<file path="src/rtl/s_stream_gen.sv">
// s_stream_gen: test-pattern burst generator feeding the SDRAM write FIFO.
// Emits fixed-length, atomic bursts of pattern words while gen_en is high.
// The pattern state carries over between back-to-back bursts of one session,
// so a read-back checker can predict the entire stream from the first seed.
module s_stream_gen #(
    parameter int DATA_W    = 16,
    parameter int BURST_LEN = 256,
    parameter int CNT_W     = 32
) (
    input  logic              clk,
    input  logic              n_rst,
    input  logic              gen_en,
    input  logic [1:0]        mode,
    input  logic              fifo_full,
    output logic              fifo_wrreq,
    output logic [DATA_W-1:0] fifo_data,
    output logic              busy,
    output logic              burst_done,
    output logic [CNT_W-1:0]  word_cnt
);

    localparam int BC_W = (BURST_LEN > 2) ? $clog2(BURST_LEN) : 1;
    localparam logic [BC_W-1:0]   LAST_IDX = BC_W'(BURST_LEN - 1);
    localparam logic [BC_W-1:0]   BC_ONE   = BC_W'(1);
    localparam logic [BC_W-1:0]   BC_ZERO  = BC_W'(0);
    localparam logic [CNT_W-1:0]  CNT_ONE  = CNT_W'(1);
    localparam logic [CNT_W-1:0]  CNT_ZERO = CNT_W'(0);
    localparam logic [DATA_W-1:0] PAT_ZERO = DATA_W'(0);
    localparam logic [DATA_W-1:0] PAT_ONE  = DATA_W'(1);
    localparam logic [DATA_W-1:0] ALT_SEED = DATA_W'({(DATA_W/2){2'b10}});

    typedef enum logic [1:0] {
        ST_IDLE = 2'd0,
        ST_LOAD = 2'd1,
        ST_RUN  = 2'd2,
        ST_DONE = 2'd3
    } state_t;

    // First word of a new session for the selected pattern.
    function automatic logic [DATA_W-1:0] seed_f(input logic [1:0] m);
        logic [DATA_W-1:0] s;
        case (m)
            2'd0:    s = PAT_ZERO;
            2'd1:    s = PAT_ONE;
            2'd2:    s = PAT_ONE;
            2'd3:    s = ALT_SEED;
            default: s = PAT_ZERO;
        endcase
        return s;
    endfunction

    // Successor of the current word for the selected pattern. The LFSR taps
    // stay on bits 15..10 regardless of DATA_W so the sequence is portable.
    function automatic logic [DATA_W-1:0] adv_f(input logic [1:0] m,
                                                input logic [DATA_W-1:0] cur);
        logic [DATA_W-1:0] n;
        case (m)
            2'd0:    n = cur + PAT_ONE;
            2'd1:    n = {cur[DATA_W-2:0], cur[15] ^ cur[13] ^ cur[12] ^ cur[10]};
            2'd2:    n = {cur[DATA_W-2:0], cur[DATA_W-1]};
            2'd3:    n = ~cur;
            default: n = cur;
        endcase
        return n;
    endfunction

    state_t            state_r, state_s;
    logic [1:0]        mode_r, mode_s;
    logic              new_sess_r, new_sess_s;
    logic [DATA_W-1:0] pat_r, pat_s;
    logic [BC_W-1:0]   bcnt_r, bcnt_s;
    logic [CNT_W-1:0]  word_cnt_r, word_cnt_s;
    logic              busy_r;
    logic              burst_done_r;
    logic              wr_s;

    // Write handshake: the only combinational output path.
    always_comb begin
        wr_s = (state_r == ST_RUN) && !fifo_full;
    end

    // Next-state and next-datapath logic; every register holds by default.
    always_comb begin
        state_s    = state_r;
        mode_s     = mode_r;
        new_sess_s = new_sess_r;
        pat_s      = pat_r;
        bcnt_s     = bcnt_r;
        word_cnt_s = word_cnt_r;
        case (state_r)
            ST_IDLE: begin
                if (gen_en) begin
                    state_s    = ST_LOAD;
                    new_sess_s = 1'b1;
                end else begin
                    state_s = ST_IDLE;
                end
            end
            ST_LOAD: begin
                mode_s  = mode;
                bcnt_s  = BC_ZERO;
                state_s = ST_RUN;
                if (new_sess_r) begin
                    pat_s = seed_f(mode);
                end else begin
                    pat_s = pat_r;
                end
            end
            ST_RUN: begin
                if (wr_s) begin
                    pat_s      = adv_f(mode_r, pat_r);
                    bcnt_s     = bcnt_r + BC_ONE;
                    word_cnt_s = word_cnt_r + CNT_ONE;
                    if (bcnt_r == LAST_IDX) begin
                        state_s = ST_DONE;
                    end else begin
                        state_s = ST_RUN;
                    end
                end else begin
                    state_s = ST_RUN;
                end
            end
            ST_DONE: begin
                if (gen_en) begin
                    state_s    = ST_LOAD;
                    new_sess_s = 1'b0;
                end else begin
                    state_s = ST_IDLE;
                end
            end
            default: begin
                state_s = ST_IDLE;
            end
        endcase
    end

    // State, pattern and counter registers with synchronous active-low reset.
    always_ff @(posedge clk) begin
        if (!n_rst) begin
            state_r      <= ST_IDLE;
            mode_r       <= 2'd0;
            new_sess_r   <= 1'b0;
            pat_r        <= PAT_ZERO;
            bcnt_r       <= BC_ZERO;
            word_cnt_r   <= CNT_ZERO;
            busy_r       <= 1'b0;
            burst_done_r <= 1'b0;
        end else begin
            state_r      <= state_s;
            mode_r       <= mode_s;
            new_sess_r   <= new_sess_s;
            pat_r        <= pat_s;
            bcnt_r       <= bcnt_s;
            word_cnt_r   <= word_cnt_s;
            busy_r       <= (state_s != ST_IDLE);
            burst_done_r <= (state_s == ST_DONE);
        end
    end

    assign fifo_wrreq = wr_s;
    assign fifo_data  = pat_r;
    assign busy       = busy_r;
    assign burst_done = burst_done_r;
    assign word_cnt   = word_cnt_r;

endmodule

</file>
<file path="config.mk">
export PLATFORM = sky130hd
export DESIGN_NAME = s_stream_gen
export DESIGN_NICKNAME = d
export VERILOG_FILES = /design/src/rtl/s_stream_gen.sv
export SDC_FILE = /design/constraint.sdc
export NUM_CORES = 1
export LEC_CHECK = 0
export ABC_AREA = 0
export BUFFER_PORTS_ARGS = -buffer_cell sky130_fd_sc_hd__buf_2
export CORE_MARGIN = 2
export CORE_UTILIZATION = 46
export DETAILED_ROUTE_END_ITERATION = 12
export GPL_TIMING_DRIVEN = 0
export MAX_ROUTING_LAYER = met4
export PLACE_DENSITY = 0.64
export SETUP_SLACK_MARGIN = 0.2
export SYNTH_ARGS = -nofsm -noshare
export SYNTH_HDL_FRONTEND = slang
export SYNTH_SLANG_ARGS = --single-unit
</file>
<file path="constraint.sdc">
create_clock -name clk -period 4.5 [get_ports clk]
set_clock_uncertainty 0.15 [all_clocks]
set_input_delay 0.45 -clock clk [delete_from_list [all_inputs] [get_ports clk]]
set_output_delay 0.45 -clock clk [all_outputs]
set_load 0.02 [all_outputs]
</file>
# ---- After elaboration in Yosys (flattened, before gate mapping)
# Index checks and enable logic that the tools add are counted.
dict set report classes {
  n_addsub 3
  eq_ne 15
  n_mux 14
  bitwise_logic 4
  n_reduce_logical 14
}
# operator count
set ops {}
lappend ops {{16-bit one-hot mux with 4 select lines} 1}
lappend ops {{16-bit one-hot mux with 3 select lines} 1}
lappend ops {{32-bit by 1-bit adder with 32-bit output (second input constant)} 1}
lappend ops {{16-bit 2-to-1 mux} 2}
lappend ops {{16-bit one-hot mux with 2 select lines} 1}
lappend ops {{16-bit by 1-bit adder with 16-bit output (second input constant)} 1}
lappend ops {{16-bit inverter} 1}
lappend ops {{8-bit one-hot mux with 2 select lines} 1}
lappend ops {{2-bit == test (second input constant)} 7}
lappend ops {{8-bit by 1-bit adder with 8-bit output (second input constant)} 1}
lappend ops {{8-bit == test (second input constant)} 1}
lappend ops {{8-bit 2-to-1 mux} 1}
lappend ops {{2-bit inequality test (second input constant)} 4}
lappend ops {{2-bit by 1-bit == test with 1-bit output (second input constant)} 3}
lappend ops {{2-bit zero test} 3}
lappend ops {{2-bit one-hot mux with 3 select lines} 1}
lappend ops {{3-bit AND reduction} 2}
lappend ops {{2-bit nonzero test} 3}
lappend ops {{1-bit 2-to-1 mux} 4}
lappend ops {{2-bit AND reduction} 2}
lappend ops {{2-bit OR reduction} 2}
lappend ops {{1-bit XOR} 3}
lappend ops {{2-bit 2-to-1 mux} 1}
lappend ops {{1-bit one-hot mux with 2 select lines} 1}
lappend ops {{other kinds (2)} 2}
dict set report totals {
  ff_bits 63
  inputBits 6
  out_inout_bits 51
  wordCells 58
}

# ---- Logic depth before layout (Yosys ltp)
# Gate-level depths: netlist of run 1.
dict set report depth {
  depth_word 6
  mapped_depth 10
  depth_no_buf 8
}

# ---- Worst setup path after synthesis of run 1
# OpenSTA, ideal clock, no wires.
dict set report synth_path {
  kind {register to register}
  startpoint {register pat_r[0] (netlist: fifo_data[0])}
  endpoint {register pat_r[14] (netlist: fifo_data[14])}
  setup_ns 0.122
  arrival_ns 1.687
  required_time_ns 4.228
  slack_ns 2.541
  stages_incl_launch_ff 6
  path_cell_list {dfxtp_1 ha_1 nand3_1 or4_1 a21oi_1 o21ai_0}
}
dict set report synth_between {
  elab_chain_cells 4
}
# item line_no
set synth_rtl {}
lappend synth_rtl {{start: declaration} 70} ;# logic [DATA_W-1:0] pat_r, pat_s;
lappend synth_rtl {{start signal: assignment} 152} ;# pat_r <= pat_s;
lappend synth_rtl {{16-bit by 1-bit adder with 16-bit output} 58} ;# 2'd0: n = cur + PAT_ONE;
lappend synth_rtl {{16-bit one-hot mux with 4 select lines} 57} ;# case (m)
lappend synth_rtl {{16-bit 2-to-1 mux} 110} ;# if (wr_s) begin
lappend synth_rtl {{16-bit one-hot mux with 2 select lines} 90} ;# case (state_r)
# No other way between the ends. The select of a mux whose other input is x is not followed.
# A chain may end at the register's enable or synchronous reset.

# ---- Worst setup path after layout of run 1
dict set report layout_path {
  startpoint {register state_r[0]}
  endpoint {output fifo_wrreq}
}
dict set report layout_between {
  elab_chain_cells 2
}
# item line_no
set layout_rtl {}
lappend layout_rtl {{start: declaration} 67} ;# state_t state_r, state_s;
lappend layout_rtl {{start signal: assignment} 149} ;# state_r <= state_s;
lappend layout_rtl {{2-bit == test} 79} ;# wr_s = (state_r == ST_RUN) && !fifo_full;
lappend layout_rtl {{1-bit logical AND} 79}
lappend layout_rtl {{end: declaration} 15} ;# output logic fifo_wrreq,
# No other way between the ends.

==> results.cfg, run 1 <==
[detailed_routing]
ant_nets = 0
drt_iter0_drc = 175
drcViolationCount = 0
wire_per_inst_um = 14.6
via_count = 3289
via_per_inst = 5.56
first_pass_iters = 4
routed_wl_mm = 8.65

[timing]
hold_viol = 0
max-slew-margin-rel_pct = 53.5
drv_slew = 0
rsz0062_at_grt = no
tightest_slew_ps = 693
min_period_ps = 2480
setup_viol = 0
tns_ps = 0
layout_worst_path_cycle_share_pct = 55.2
fmax_ghz = 0.403

[clock_tree]
cts_tree = done
clkSinkCount = 63
htreeDepth = 3
cts_hold_buffers = 0
cts-root-buf = clkbuf_8
clk_latency_ps = 340
cts_buffer_depth = 2
cts_resized = 0
path_clk_slew_ps = 70
postCtsSetupBuffers = 0
numCtsBuffers = 9

[pwr]
p_leak_nw = 1.66
intPower_w = 0.00101
p_sw_share_pct = 24.8
p_sw_w = 0.000332
power.share.clock_pct = 47.1
comb_power_share_pct = 9.7
p_seq_share_pct = 43.2
p_per_area_nw_per_um2 = 327
peakVddDrop_v = 0.000184

[critical_path]
cpPeakStageDelay_ps = 370
critPathSlowestCell = dfxtp_1
worstSetupPathType = flop to output port
r2r_start = state_r[0]
cp-end-kind = output port
cpLargestDelayFamily = buffers and inverters
crit_chain = inv_1 > ha_1 > buf_2 > nand2b_1 > buf_2 > inv_1 > buf_2 > buf_2
crit_path_start_kind = flop
worstPathMaxFanout = 10
cp.arrival_ps = 1880
critPathMostFrequentCell = buf_2
required_ps = 3900
path_buf_inv = 6
critPathLaunch = state_r[0]

[cells_and_area]
stdcell_area_um2 = 4090
nets = 502
syn_to_final_growth_pct = 19.0
insertedDiodeCount = 0
drive_gt1_share_pct = 19.7

[synthesis]
ys_seq_area_share_pct = 36.7
synth_area_um2 = 3440
synthTopCellsByCount = dfxtp_1 (63), nor2_1 (55), nand2_1 (35)
synth.distinct_cells = 57
synth-edff-count = 0
yosysTopAreaCell = dfxtp_1
ys_seq_elements = 63
syn_inst = 422
async_flop_share_pct = 0
yosysWarnings = 0
synth_area_leaders = dfxtp_1 (37%), xor2_1 (6.9%), nor2_1 (6.0%), nand2_1 (3.8%), nand3_1 (3.2%)
avgSynthCellArea_um2 = 8.15
synth.most_common_cell = dfxtp_1
syn_nets = 436
synth_top_area_share_pct = 36.7
synthFlopType = dfxtp_1

[grt]
grt_max_degree = 12
grt_pass1_wl_mm = 14.4
antenna_found_initial = 0
track_usage_pct = 22.1
grt_remaining_overflow = 0
grt_pass1_vias = 2904

[floorplanning]
die_y_um = 90.5
start_util_pct = 47.4
dieArea_um2 = 8180
die_width_um = 90.5
io_pins = 57
rows = 31
core_um2 = 7250

[placement]
portBuffers = 55
postPlaceCellArea_um2 = 3840
dp_hpwl_mm = 6.03
gp_congestion = 0.899

[worst_hold_path]
hold_path_startpoint = gen_en
hold_class = primary input to flop

[outcome]
outcome = complete, no violations

[job]
max-cap-violations = 0
-- metal layers --
metal	wire, um	vias to the layer above	part of all wire (%)	GRT usage, %
met5	0	-	0	-
met4	114	0	1.3	8.46
met3	415	13	4.8	3.01
met2	3960	80	46	33.6
met1	4160	1550	48	29.8
li1	-	1646	-	-
-- sequential cells by signal (all words and copies together) (netlist names) --
register,cells
state_r,2
fifo_data,16
bcnt_r,8
burst_done,1
mode_r,2
busy,1
new_sess_r,1
word_cnt,32
-- power groups by stage --
| stage | logic (W) | clock network [W] | registers, W |
|---|---|---|---|
| global route | 0.000142 | 0.000666 | 0.000578 |
| global placement | 0.000127 | 0 | 0.000589 |
| floorplan | 0.0000848 | 0 | 0.000594 |
| CTS | 0.000128 | 0.000637 | 0.000577 |
| finish | 0.000129 | 0.000630 | 0.000577 |
| detailed placement | 0.000128 | 0 | 0.000590 |
-- per-stage QoR --
step / util, % / hold WS [ps] / worst slack, ps / total power (W) / std cells
floorplan: - / 325 / 2540 / 0.000679 / 422
global placement: 52.9 / 338 / 2270 / 0.000716 / 576
detailed placement: 52.9 / 351 / 2280 / 0.000717 / 576
CTS: 56.4 / 170 / 1990 / 0.00134 / 592
global route: 56.4 / 165 / 1880 / 0.00139 / 592
finish: 56.4 / 179 / 2020 / 0.00134 / 592
-- path summary, 6_finish.rpt --
check	depth (start not counted)	slack, ps	to
worst max-delay path	8	2020	fifo_wrreq
worst min-delay path	2	180	new_sess_r
worst max register to register	8	2260	fifo_data[15]
worst min register to register	2	360	word_cnt[31]
-- worst reg2reg max path, cell delays in order, from the launching register on --
cell and delay [ps]:
dfxtp_1 370, inv_1 80, ha_1 190, buf_2 170
and4b_1 250, clkbuf_1 480, a221o_1 240, o21ai_0 80
a31oi_1 170
-- logic make-up (layout without fill, tap and decap cells) --
group	count (synthesis)	after routing	share of synthesized area [%]
AOI/OAI and AO/OA	89	89	17.6
adders and majority gates	8	8	2.91
muxes	4	4	1.20
DFF	63	63	36.7
buffers and inverters	40	111	4.91
and+or+nand+nor	181	181	27.3
xor gates and xnor gates	37	37	9.42
-- cell usage in the layout, fill, tap and decap left out, drive strengths merged, types with 4 or more instances in the layout --
master	n
nand4	18
buf	70
o21ai	19
and2	4
nor4	4
o211ai	8
and4	4
nand3b	4
clkbuf	23
a211oi	5
a221oi	4
ha	8
and3	7
a21oi	19
nand3	23
xnor2	10
nor2	55
xor2	27
nor3	11
inv	13
a31oi	7
dfxtp	63
or3	4
nand2	35
-- final cells by class --
class                           instances  area [um^2]
Inverter                               13         48.8
Multi-Input combinational cell        319         2010
Clock buffer                           11          151
Sequential cell                        63         1260
Tap cell                               99          124
Fill cell                             713         3160
Clock inverter                          5          104
Buffer                                 27          120
Timing Repair Buffer                   55          275
(Power assumes the default switching activity.)
==> run 2, diff against run 1 <==
Settings changed: PLACE_DENSITY 0.64 to 0.67.
Clock period 4.5 ns to 2.2 ns, I/O delays scaled along.
==> run 2 against run 1 <==
Clock power increased by 67%. Final area increased by 4.3%. Cell count increased by 2.0%. Wire length about the same. Count of clock-buffer cells in the layout decreased by 1. Sequential cell count unchanged. Hold slack improved by 63 ps. Register-to-register slack got worse by 2000 ps. Largest cell class unchanged.
==> results.cfg, run 2 (synthesis gave the netlist of run 1 again) <==
[outcome]
outcome = complete, no violations

[critical_path]
worstSetupPathType = flop to flop
r2r_setup_slack_ps = 250
required_ps = 2290
crit_chain = inv_2 > ha_4 > buf_6 > nand4b_1 > buf_4 > nor2_4 > nand4_1 > xnor2_1 > and2_1
critPathSlowestCell = dfxtp_2
r2r_start = state_r[0]
cp.arrival_ps = 2040
worstPathMaxFanout = 8
cpPeakStageDelay_ps = 340
r2r.worst_path.cells = 9
cp-end-kind = flop
critPathLaunch = state_r[0]
crit_path_start_kind = flop
rr_endpoint = word_cnt[9]

[pwr]
comb_power_share_pct = 12.1
p_leak_nw = 1.73
p_sw_w = 0.000708
peakVddDrop_v = 0.000520
power.share.clock_pct = 41.3
p_per_area_nw_per_um2 = 595
p_seq_share_pct = 46.6
p_sw_share_pct = 27.9
intPower_w = 0.00183

[cells_and_area]
drive_gt1_share_pct = 24.4
final_common_cell = buf_2
stdcell_count = 604
most-common-layout-cells = buf_2 (61), dfxtp_1 (59), nor2_1 (52)
stdcell_area_um2 = 4270
nets = 514
syn_to_final_growth_pct = 24.1
insertedDiodeCount = 0
largest_reg_flops = 32

[detailed_routing]
via_count = 3333
first_pass_iters = 4
drt_iter0_drc = 217
via_per_inst = 5.52
ant_nets = 0
drcViolationCount = 0
routed_wl_mm = 8.65
wire_per_inst_um = 14.3

[grt]
top_usage_layer = met2
track_usage_pct = 21.6
grt_remaining_overflow = 0
grt_pass1_wl_mm = 14.1
use_met1_pct = 28.7
use_met3_pct = 3.42
grt_max_degree = 13
antenna_found_initial = 0
use_met2_pct = 33.3
grt_pass1_vias = 2951

[worst_hold_path]
hold-path-endpoint = fifo_data[14]
hold_path_startpoint = n_rst
holdPathStages = 3
hold_class = primary input to flop

[timing]
setup_viol = 0
layout_worst_path_cycle_share_pct = 88.8
hold_viol = 0
tns_ps = 0
min_period_ps = 1950
fmax_ghz = 0.512
drv_slew = 0
tightest_slew_ps = 625
hold_slack_ps = 243
rsz0062_at_grt = yes
max-slew-margin-rel_pct = 58.3

[clock_tree]
cts-root-buf = clkbuf_8
cts_buffer_depth = 2
path_clk_slew_ps = 70
clkSinkCount = 63
clk_latency_ps = 350
htreeDepth = 3
cts_tree = done
numCtsBuffers = 9

[floorplanning]
rows = 31
die_y_um = 90.5
start_util_pct = 47.4
core_um2 = 7250
die_width_um = 90.5
io_pins = 57
dieArea_um2 = 8180

[placement]
dp_cells = 576
dp_hpwl_mm = 5.87
portBuffers = 55
gp_congestion = 0.900
postPlaceCellArea_um2 = 3840

[job]
max-cap-violations = 0
run 2: critical path, delay by kind of cell, from the launching register on:
kind,cells,cell delay [ps]
XOR/XNOR,1,150
adder cells (fa/ha/maj),1,130
buffers and inverters,3,410
flip-flops,1,340
AND/OR/NAND/NOR,4,660
run 2: final cells by class:
type | instances | area (um^2)
buffer | 27 | 145
clock buffer | 10 | 138
clock inverter | 6 | 68.8
fill | 669 | 2980
inverter | 13 | 48.8
multi-input combinational | 319 | 2100
sequential | 63 | 1270
tap | 99 | 124
timing repair buffer | 67 | 375
run 2: metrics by stage:
| stage | total power, W | setup slack (ps) | utilization, % |
|---|---|---|---|
| finish | 0.00254 | 247 | 58.9 |
| global route | 0.00263 | 149 | 58.9 |
| CTS | 0.00252 | 106 | 56.8 |
| detailed placement | 0.00147 | 36.4 | 52.9 |
| global placement | 0.00146 | 39.9 | 52.9 |
| floorplan | 0.00139 | 241 | - |
run 2: how the worst max path moves through the flow:
stage                          endpoint  slack [ps]  cells after the start
after floorplan           fifo_data[14]         240                      5
after global placement     fifo_data[6]          40                     10
after detailed placement   fifo_data[6]          40                     10
after CTS                 fifo_data[15]         110                      7
after global routing        word_cnt[9]         150                      9
final                       word_cnt[9]         250                      9
run 2: timing repair:
item / 4_1_cts / 5_1_grt
resized for setup: 15 / 20
hold endpoints to repair: 3 / 0
pin swaps: 1 / 7
hold buffers: 3 / 0
endpoints found under the setup margin: 35 / 45
setup buffers: 0 / 9
run 2: per-layer routing:
metal,share of wire [%],wire (um),up-vias
met5,0,0,-
met4,1.2,108,0
met3,5.0,430,11
met2,45,3940,78
met1,48,4180,1571
li1,-,-,1673
run 2: power by group through the flow:
stage / clock network, W / logic (W) / registers (W)
3_3_place_gp: 0 / 0.000259 / 0.00121
6_report: 0.00105 / 0.000306 / 0.00118
3_5_place_dp: 0 / 0.000261 / 0.00121
4_1_cts: 0.00107 / 0.000272 / 0.00118
2_1_floorplan: 0 / 0.000173 / 0.00122
5_1_grt: 0.00111 / 0.000336 / 0.00119
==> run 3, diff against run 2 <==
Settings changed: CORE_ASPECT_RATIO set to 0.8, REMOVE_ABC_BUFFERS set to 1.
==> run 3 against run 2 <==
Wire length decreased by 2.6%. Largest cell class unchanged. Final area decreased by 3.5%. Power decreased by 7.6%. Utilization decreased by 2.6 points. Via count decreased by 2.0%. Clock power decreased by 17%. Count of clock-buffer cells in the layout increased by 2. First-iteration DRC count decreased by 29%. Highest routed layer unchanged.
==> results.cfg, run 3 (synthesis gave the netlist of run 1 again) <==
[outcome]
outcome = complete, no violations

[pwr]
p_sw_w = 0.000647
intPower_w = 0.00170
p_sw_share_pct = 27.6
peakVddDrop_v = 0.000353
comb_power_share_pct = 11.6
power.share.clock_pct = 37.2
p_per_area_nw_per_um2 = 570
p_seq_share_pct = 51.2
p_leak_nw = 1.63

[floorplanning]
die_width_um = 101
io_pins = 57
rows = 28
core_um2 = 7320
die_y_um = 81.3
start_util_pct = 47.0
dieArea_um2 = 8190

[grt]
track_usage_pct = 21.2
grt_max_degree = 44
top_usage_layer = met2
use_met3_pct = 5.34
use_met1_pct = 28.0
grt_remaining_overflow = 0
grt_pass1_vias = 2788
antenna_found_initial = 0
use_met2_pct = 31.9
grt_pass1_wl_mm = 13.4

[cells_and_area]
insertedDiodeCount = 0
final_common_cell = dfxtp_1
final_util_pct = 56.3
drive_gt1_share_pct = 23.4
syn_to_final_growth_pct = 19.8
most-common-layout-cells = dfxtp_1 (59), buf_2 (56), nor2_1 (52)
largest_reg_flops = 32
nets = 492

[clock_tree]
numCtsBuffers = 9
htreeDepth = 3
cts_tree = done
clkSinkCount = 63
cts-root-buf = clkbuf_8
clk_latency_ps = 340
path_clk_slew_ps = 70
cts_buffer_depth = 2

[critical_path]
cp.arrival_ps = 2010
crit_chain = xor2_1 > a221oi_1 > a211oi_1 > nor4_1
cp-end-kind = flop
r2r_setup_slack_ps = 260
critPathSlowestCell = dfxtp_2
critPathLaunch = mode_r[0]
path_buf_inv = 0
rr_endpoint = fifo_data[11]
r2r_start = mode_r[0]
cpPeakStageDelay_ps = 640
required_ps = 2270
crit_path_start_kind = flop
worstSetupPathType = flop to flop
cpLargestDelayFamily = flip-flops
worstPathMaxFanout = 28
r2r.worst_path.cells = 4

[timing]
fmax_ghz = 0.516
rsz0062_at_grt = yes
fin_ws_ps = 263
hold_slack_ps = 107
min_period_ps = 1940
layout_worst_path_cycle_share_pct = 88.0
setup_viol = 0
drv_slew = 0
tightest_slew_ps = 597
max-slew-margin-rel_pct = 60.0
hold_viol = 0

[job]
max-cap-violations = 0

[detailed_routing]
wire_per_inst_um = 14.7
drcViolationCount = 0
ant_nets = 0
drt_iter0_drc = 155
routed_wl_mm = 8.43
first_pass_iters = 5
via_per_inst = 5.71
via_count = 3265

[worst_hold_path]
hold_class = primary input to flop
holdPathStages = 3
hold-path-endpoint = fifo_data[15]
hold_path_startpoint = n_rst

[placement]
dp_worst_setup_slack_ps = -323
portBuffers = 56
gp_congestion = 0.914
dp_hpwl_mm = 5.62
## run 3: worst max-delay path by stage
stage / to / slack, ps / depth (start not counted)
after floorplan: fifo_data[11] / 100 / 8
after global placement: fifo_data[2] / -630 / 4
after detailed placement: fifo_data[6] / -320 / 8
after CTS: fifo_wrreq / 190 / 5
after global routing: fifo_data[11] / 100 / 7
final: fifo_data[11] / 260 / 4
## run 3: area by class of cell
type,instances,area (um^2)
tap,90,113
multi-input combinational,319,2100
clock buffer,12,145
timing repair buffer,72,420
sequential,63,1270
fill,666,3200
inverter,13,52.6
clock inverter,3,20.0
## run 3: worst min-delay path, stage by stage
cell and delay, ps:
buf_2 180, o21ai_0 100, a31oi_1 40
## run 3: timing repair
item                                    4_1_cts  5_1_grt
pin swaps                                     2        5
hold buffers                                  3        0
endpoints found under the setup margin       44       40
resized for setup                            17       10
hold endpoints to repair                      3        0
buffers inserted                              3        9
## run 3: through the flow
stage	power, W	std cells	setup TNS (ps)	instance area, um^2
after floorplan	0.00137	395	0	3320
after global placement	0.00144	541	-5810	3710
after detailed placement	0.00145	542	-3230	3730
after CTS	0.00235	563	0	4010
after global routing	0.00245	572	0	4120
final	0.00235	572	0	4120
## run 3: routing by layer
layer / up-vias / wire length (um)
li1: 1631 / -
met2: 74 / 3850
met5: - / 0
met3: 7 / 475
met1: 1553 / 4030
met4: 0 / 78
## run 3: power by group through the flow
stage | clock [W] | combinational [W] | sequential (W)
after detailed placement | 0 | 0.000227 | 0.00122
after CTS | 0.000906 | 0.000244 | 0.00120
after global placement | 0 | 0.000219 | 0.00122
after floorplan | 0 | 0.000143 | 0.00123
final | 0.000872 | 0.000273 | 0.00120
after global routing | 0.000948 | 0.000297 | 0.00121
